## config.mk

```make
export PLATFORM = sky130hd
export DESIGN_NAME = icc_branch_unit_flat
export DESIGN_NICKNAME = d
export VERILOG_FILES = /design/src/rtl/icc_branch_unit_if.sv /design/src/rtl/icc_branch_unit.sv /design/src/flat_wrapper.sv
export SDC_FILE = /design/constraint.sdc
export NUM_CORES = 1
export LEC_CHECK = 0
export BUFFER_PORTS_ARGS = -buffer_cell sky130_fd_sc_hd__clkbuf_2
export CAP_MARGIN = 30
export CORE_MARGIN = 2
export CORE_UTILIZATION = 36
export CTS_CLUSTER_DIAMETER = 150
export DETAILED_ROUTE_END_ITERATION = 6
export PLACE_DENSITY = 0.77
export SLEW_MARGIN = 20
export SYNTH_ARGS = -nofsm -noshare
export SYNTH_HDL_FRONTEND = slang
export SYNTH_SLANG_ARGS = --single-unit
```

## constraint.sdc

```tcl
create_clock -name clk -period 1.12 [get_ports clk]
set_input_delay 0.056 -clock clk [delete_from_list [all_inputs] [get_ports clk]]
set_output_delay 0.056 -clock clk [all_outputs]
set_load 0.02 [all_outputs]
```

## src/rtl/icc_branch_unit_if.sv

```systemverilog
// icc_branch_unit_if: ALU flag, PSR write, Bicc handshake and delay-slot signals
interface icc_branch_unit_if;
    logic       alu_n;
    logic       alu_z;
    logic       alu_v;
    logic       alu_c;
    logic       icc_we;
    logic       wr_psr_en;
    logic [3:0] wr_psr_icc;
    logic [3:0] icc;
    logic       carry_out;
    logic       br_valid;
    logic [3:0] br_cond;
    logic       br_annul;
    logic       br_ready;
    logic       br_done;
    logic       br_taken;
    logic       slot_valid;
    logic       annul_slot;

    modport master (
        output alu_n, alu_z, alu_v, alu_c, icc_we, wr_psr_en, wr_psr_icc,
        output br_valid, br_cond, br_annul, slot_valid,
        input  icc, carry_out, br_ready, br_done, br_taken, annul_slot
    );

    modport slave (
        input  alu_n, alu_z, alu_v, alu_c, icc_we, wr_psr_en, wr_psr_icc,
        input  br_valid, br_cond, br_annul, slot_valid,
        output icc, carry_out, br_ready, br_done, br_taken, annul_slot
    );
endinterface

```

## src/rtl/icc_branch_unit.sv

```systemverilog
// icc_branch_unit: integer condition code register and Bicc resolver with delay-slot annul
module icc_branch_unit #(
    parameter logic [3:0] ICC_RESET = 4'b0000,
    parameter bit         ANNUL_EN  = 1'b1
) (
    input logic              clk,
    input logic              rst,
    icc_branch_unit_if.slave bus
);
    typedef enum logic [1:0] {IDLE, RESOLVE, DSLOT} state_t;

    state_t     state_q, state_d;
    logic [3:0] icc_q, icc_d;
    logic       done_q, done_d;
    logic       taken_q, taken_d;
    logic       annul_flag_q, annul_flag_d;
    logic       base;
    logic       cond_met;
    logic       br_ready;
    logic       accept;
    logic       slot_annul;

    // Bicc condition on committed flags; cond[3] inverts the base predicate
    always_comb begin
        case (bus.br_cond[2:0])
            3'b000:  base = 1'b0;
            3'b001:  base = icc_q[2];
            3'b010:  base = icc_q[2] | (icc_q[3] ^ icc_q[1]);
            3'b011:  base = icc_q[3] ^ icc_q[1];
            3'b100:  base = icc_q[0] | icc_q[2];
            3'b101:  base = icc_q[0];
            3'b110:  base = icc_q[3];
            default: base = icc_q[1];
        endcase
        cond_met = base ^ bus.br_cond[3];
    end

    // FSM state register
    always_ff @(posedge clk) begin
        if (rst) state_q <= IDLE;
        else     state_q <= state_d;
    end

    // FSM next state: one resolve cycle, then wait for the delay slot
    always_comb begin
        case (state_q)
            IDLE:    state_d = accept ? RESOLVE : IDLE;
            RESOLVE: state_d = DSLOT;
            DSLOT:   state_d = bus.slot_valid ? IDLE : DSLOT;
            default: state_d = IDLE;
        endcase
    end

    // FSM outputs: no accept while flags are being written, so no bypass is needed
    always_comb begin
        br_ready   = (state_q == IDLE) && !(bus.icc_we || bus.wr_psr_en);
        accept     = bus.br_valid && br_ready;
        slot_annul = (state_q == DSLOT) && annul_flag_q && bus.slot_valid;
    end

    // Flag and resolution next values; an annulled slot cannot touch icc
    always_comb begin
        icc_d        = slot_annul    ? icc_q :
                       bus.wr_psr_en ? bus.wr_psr_icc :
                       bus.icc_we    ? {bus.alu_n, bus.alu_z, bus.alu_v, bus.alu_c} : icc_q;
        done_d       = accept;
        taken_d      = accept && cond_met;
        annul_flag_d = accept ? (ANNUL_EN && bus.br_annul && (!cond_met || bus.br_cond == 4'b1000))
                              : annul_flag_q;
    end

    // Flag and resolution registers
    always_ff @(posedge clk) begin
        if (rst) begin
            icc_q        <= ICC_RESET;
            done_q       <= 1'b0;
            taken_q      <= 1'b0;
            annul_flag_q <= 1'b0;
        end else begin
            icc_q        <= icc_d;
            done_q       <= done_d;
            taken_q      <= taken_d;
            annul_flag_q <= annul_flag_d;
        end
    end

    assign bus.icc        = icc_q;
    assign bus.carry_out  = icc_q[0];
    assign bus.br_ready   = br_ready;
    assign bus.br_done    = done_q;
    assign bus.br_taken   = taken_q;
    assign bus.annul_slot = slot_annul;
endmodule

```

## src/flat_wrapper.sv

```systemverilog
// flat-port wrapper written by rule: the top's interface ports become plain ports
module icc_branch_unit_flat 
#(
    parameter logic [3:0] ICC_RESET = 4'b0000,
    parameter bit         ANNUL_EN  = 1'b1
)
  (clk, rst, bus_alu_n, bus_alu_z, bus_alu_v, bus_alu_c, bus_icc_we, bus_wr_psr_en, bus_wr_psr_icc, bus_br_valid, bus_br_cond, bus_br_annul, bus_slot_valid, bus_icc, bus_carry_out, bus_br_ready, bus_br_done, bus_br_taken, bus_annul_slot);
  icc_branch_unit_if bus_i ();
  input logic clk;
  input logic rst;
  input wire logic [$bits(bus_i.alu_n)-1:0] bus_alu_n;
  input wire logic [$bits(bus_i.alu_z)-1:0] bus_alu_z;
  input wire logic [$bits(bus_i.alu_v)-1:0] bus_alu_v;
  input wire logic [$bits(bus_i.alu_c)-1:0] bus_alu_c;
  input wire logic [$bits(bus_i.icc_we)-1:0] bus_icc_we;
  input wire logic [$bits(bus_i.wr_psr_en)-1:0] bus_wr_psr_en;
  input wire logic [$bits(bus_i.wr_psr_icc)-1:0] bus_wr_psr_icc;
  input wire logic [$bits(bus_i.br_valid)-1:0] bus_br_valid;
  input wire logic [$bits(bus_i.br_cond)-1:0] bus_br_cond;
  input wire logic [$bits(bus_i.br_annul)-1:0] bus_br_annul;
  input wire logic [$bits(bus_i.slot_valid)-1:0] bus_slot_valid;
  output wire logic [$bits(bus_i.icc)-1:0] bus_icc;
  output wire logic [$bits(bus_i.carry_out)-1:0] bus_carry_out;
  output wire logic [$bits(bus_i.br_ready)-1:0] bus_br_ready;
  output wire logic [$bits(bus_i.br_done)-1:0] bus_br_done;
  output wire logic [$bits(bus_i.br_taken)-1:0] bus_br_taken;
  output wire logic [$bits(bus_i.annul_slot)-1:0] bus_annul_slot;
  assign bus_i.alu_n = bus_alu_n;
  assign bus_i.alu_z = bus_alu_z;
  assign bus_i.alu_v = bus_alu_v;
  assign bus_i.alu_c = bus_alu_c;
  assign bus_i.icc_we = bus_icc_we;
  assign bus_i.wr_psr_en = bus_wr_psr_en;
  assign bus_i.wr_psr_icc = bus_wr_psr_icc;
  assign bus_i.br_valid = bus_br_valid;
  assign bus_i.br_cond = bus_br_cond;
  assign bus_i.br_annul = bus_br_annul;
  assign bus_i.slot_valid = bus_slot_valid;
  assign bus_icc = bus_i.icc;
  assign bus_carry_out = bus_i.carry_out;
  assign bus_br_ready = bus_i.br_ready;
  assign bus_br_done = bus_i.br_done;
  assign bus_br_taken = bus_i.br_taken;
  assign bus_annul_slot = bus_i.annul_slot;
  icc_branch_unit #(.ICC_RESET(ICC_RESET), .ANNUL_EN(ANNUL_EN)) u_core (.clk(clk), .rst(rst), .bus(bus_i));
endmodule
```

==> results.yml <==
sta:
  finalMaxSlewViolations: 0
  setup_viol: 6
  fmax_ghz: 0.827
  fin_crit_sh_pct: 108
  whs_ns: 0.0375
  rsz0062_at_grt: "true"
  finClkSkew_ns: 0.00338
  setup_ws_ns: -0.0886
  relSlewSlack_pct: 84.0
  period_needed_ns: 1.21
  hold_viol: 0
  worst_slew_pin_slew_ns: 0.238
layout:
  diodes: 0
  area_delta_synth_final_pct: 66.5
  layout-drive-gt1-share_pct: 60.0
  final_cell_area_sq_um: 808
  nets: 115
critical_path:
  critPathTopFamily: "flip-flops"
  path_cells: "nor4_4 > buf_4 > buf_8"
  critPathBufInv: 2
  critical_path.max_stage_delay_ns: 0.34
  worstPathArrival_ns: 1.15
  cp_slowest_cell: "dfxtp_2"
  cp_data_required_time_ns: 1.06
  cp_max_fo: 3
  cp-end-kind: "output pin"
  path_class: "reg -> out"
  startpoint_type: "register"
logic_synthesis:
  ys_types: 24
  synth_edf_count: 0
  synth_area_leader_cell: "dfxtp_1"
  yosysTopAreaCellShare_pct: 37.1
  ys.flop_type: "dfxtp_1"
  synth_area_leaders: "dfxtp_1 (37%), mux2i_1 (10%), nor2_1 (7.7%), a211oi_1 (6.2%), nand3b_1 (4.6%)"
  synth_nets: 72
  synth_area_sq_um: 485
  async_flop_share_pct: 0
  ys_seq_area_share_pct: 37.1
  yosysMostFrequentCell: "nor2_1"
  synth_seq_cells: 9
  avgSynthCellArea_sq_um: 9.16
  synth_cells: 53
  ys_top_cells_by_count: "nor2_1 (10), dfxtp_1 (9), mux2i_1 (5)"
  yosysWarningCount: 0
die:
  io_pins: 28
  die_h_um: 40.7
  start_util_pct: 37.8
  die_area_sq_um: 1660
  rows: 13
  die_w_um: 40.7
  core-area_sq_um: 1280
global_routing:
  antenna_found_initial: 0
  grt_use_total_pct: 15.8
  grt_pass1_wl_um: 1690
  grt_overflow_total: 0
  grt_pass1_vias: 428
  grt_max_degree: 9
clock_network:
  cts_buffers: 3
  clock_path_buffers: 2
  cts_tree: "built"
  cts_root_buf: "clkbuf_4"
  clkSinkCount: 9
  clk_pin_slew_ns: 0.06
  cts.htree.levels: 1
  clk_latency_ns: 0.27
detailed_routing:
  viasPerCell: 4.96
  antenna_left: 0
  routed_wl_um: 1240
  wire_per_inst_um: 11.2
  num_vias: 546
  drt_first_pass_iters: 4
  drtIter0Drc: 10
  drc: 0
power_and_ir_drop:
  powerDensity_nw_per_um2: 1020
  p_leak_nw: 0.386
  total_power_mw: 0.827
  ir_drop_v: 0.000743
placed_design:
  gp_congestion: 0.698
  post_dp_cell_area_sq_um: 711
  dp_hpwl_um: 961
  numPortBuffers: 27
outcome:
  violations: "negative setup slack"
  outcome: "finished, violations left"
flow_run:
  cap_violations: 0
min_path:
  hold_path_class: "in -> reg"
## registers in the layout, summed over array words and instances (netlist names)
| register | cells |
|---|---|
| u_core.bus.br_done | 1 |
| u_core.bus.br_taken | 1 |
| u_core.state_q | 2 |
| u_core.annul_flag_q | 1 |
| u_core.bus.icc | 4 |
## cell usage in the layout (no fill, tap or decap), drive strengths merged
cell and n:
a211oi 4, a21oi 3, and3 2, and4b 1
buf 16, clkbuf 29, dfxtp 9, mux2i 5
nand2 3, nand2b 1, nand3b 3, nand4b 1
nor2 11, nor4 1, o21a 1, o21ai 1
o31a 1, o31ai 1, or3b 1, xnor2 1
## through the flow
step	TNS, ns	std cells	setup slack (ns)	util, %
final	-0.212	110	-0.0886	62.9
after global routing	-0.700	110	-0.163	62.9
after CTS	-0.229	110	-0.110	61.0
after detailed placement	-0.166	103	-0.103	55.3
after global placement	-0.0734	103	-0.0516	55.3
after floorplan	-0.262	53	-0.210	-
## layer usage
metal,vias up,routed length [um],track usage [%]
li1,274,-,-
met1,249,471,16.2
met2,20,665,27.4
met3,3,82,6.52
met4,0,16,7.50
met5,-,0,0
## tightest hold or removal path: stages
cell	delay, ns
clkbuf_2	0.08
nand2_1	0.05
o31ai_1	0.06
## cell type report
| type | count | area, sq um |
|---|---|---|
| clock buffers | 4 | 26.3 |
| fillers | 117 | 477 |
| multi-input cells | 41 | 313 |
| flip-flops and latches | 9 | 186 |
| well taps | 15 | 18.8 |
| repair buffers | 41 | 264 |
## power by group
| group | switching (mW) | internal [mW] | leakage [nW] |
|---|---|---|---|
| clock | 0.119 | 0.138 | 0.0150 |
| combinational | 0.104 | 0.116 | 0.295 |
| sequential | 0.0127 | 0.337 | 0.0754 |
| total | 0.236 | 0.591 | 0.386 |
## logic make-up after synthesis
family / Yosys count / synth area share, %
and+or+nand+nor: 24 / 30.7
AOI/OAI and AO/OA: 11 / 15.5
buffers and inverters: 3 / 4.64
xor gates and xnor gates: 1 / 1.80
muxes: 5 / 10.3
DFF: 9 / 37.1
## repair_timing
item	in CTS	in global routing
pin swaps	7	5
hold buffers	0	0
buffers inserted	3	0
endpoints found under the setup margin	8	8
gates resized for setup	5	8
## worst paths after layout
| check | start | endpoint | slack, ns | depth (start not counted) |
|---|---|---|---|---|
| hold reg to reg | u_core.annul_flag_q$_SDFFE_PP0P_ | u_core.annul_flag_q$_SDFFE_PP0P_ | 0.51 | 2 |
| setup reg to reg | u_core.state_q[1]$_SDFF_PP0_ | u_core.annul_flag_q$_SDFFE_PP0P_ | -0.08 | 5 |
| hold / removal | bus_br_annul | u_core.annul_flag_q$_SDFFE_PP0P_ | 0.04 | 3 |
| setup / recovery | u_core.state_q[1]$_SDFF_PP0_ | bus_br_ready | -0.09 | 3 |
Note: power is estimated with default switching activity, not from simulation.
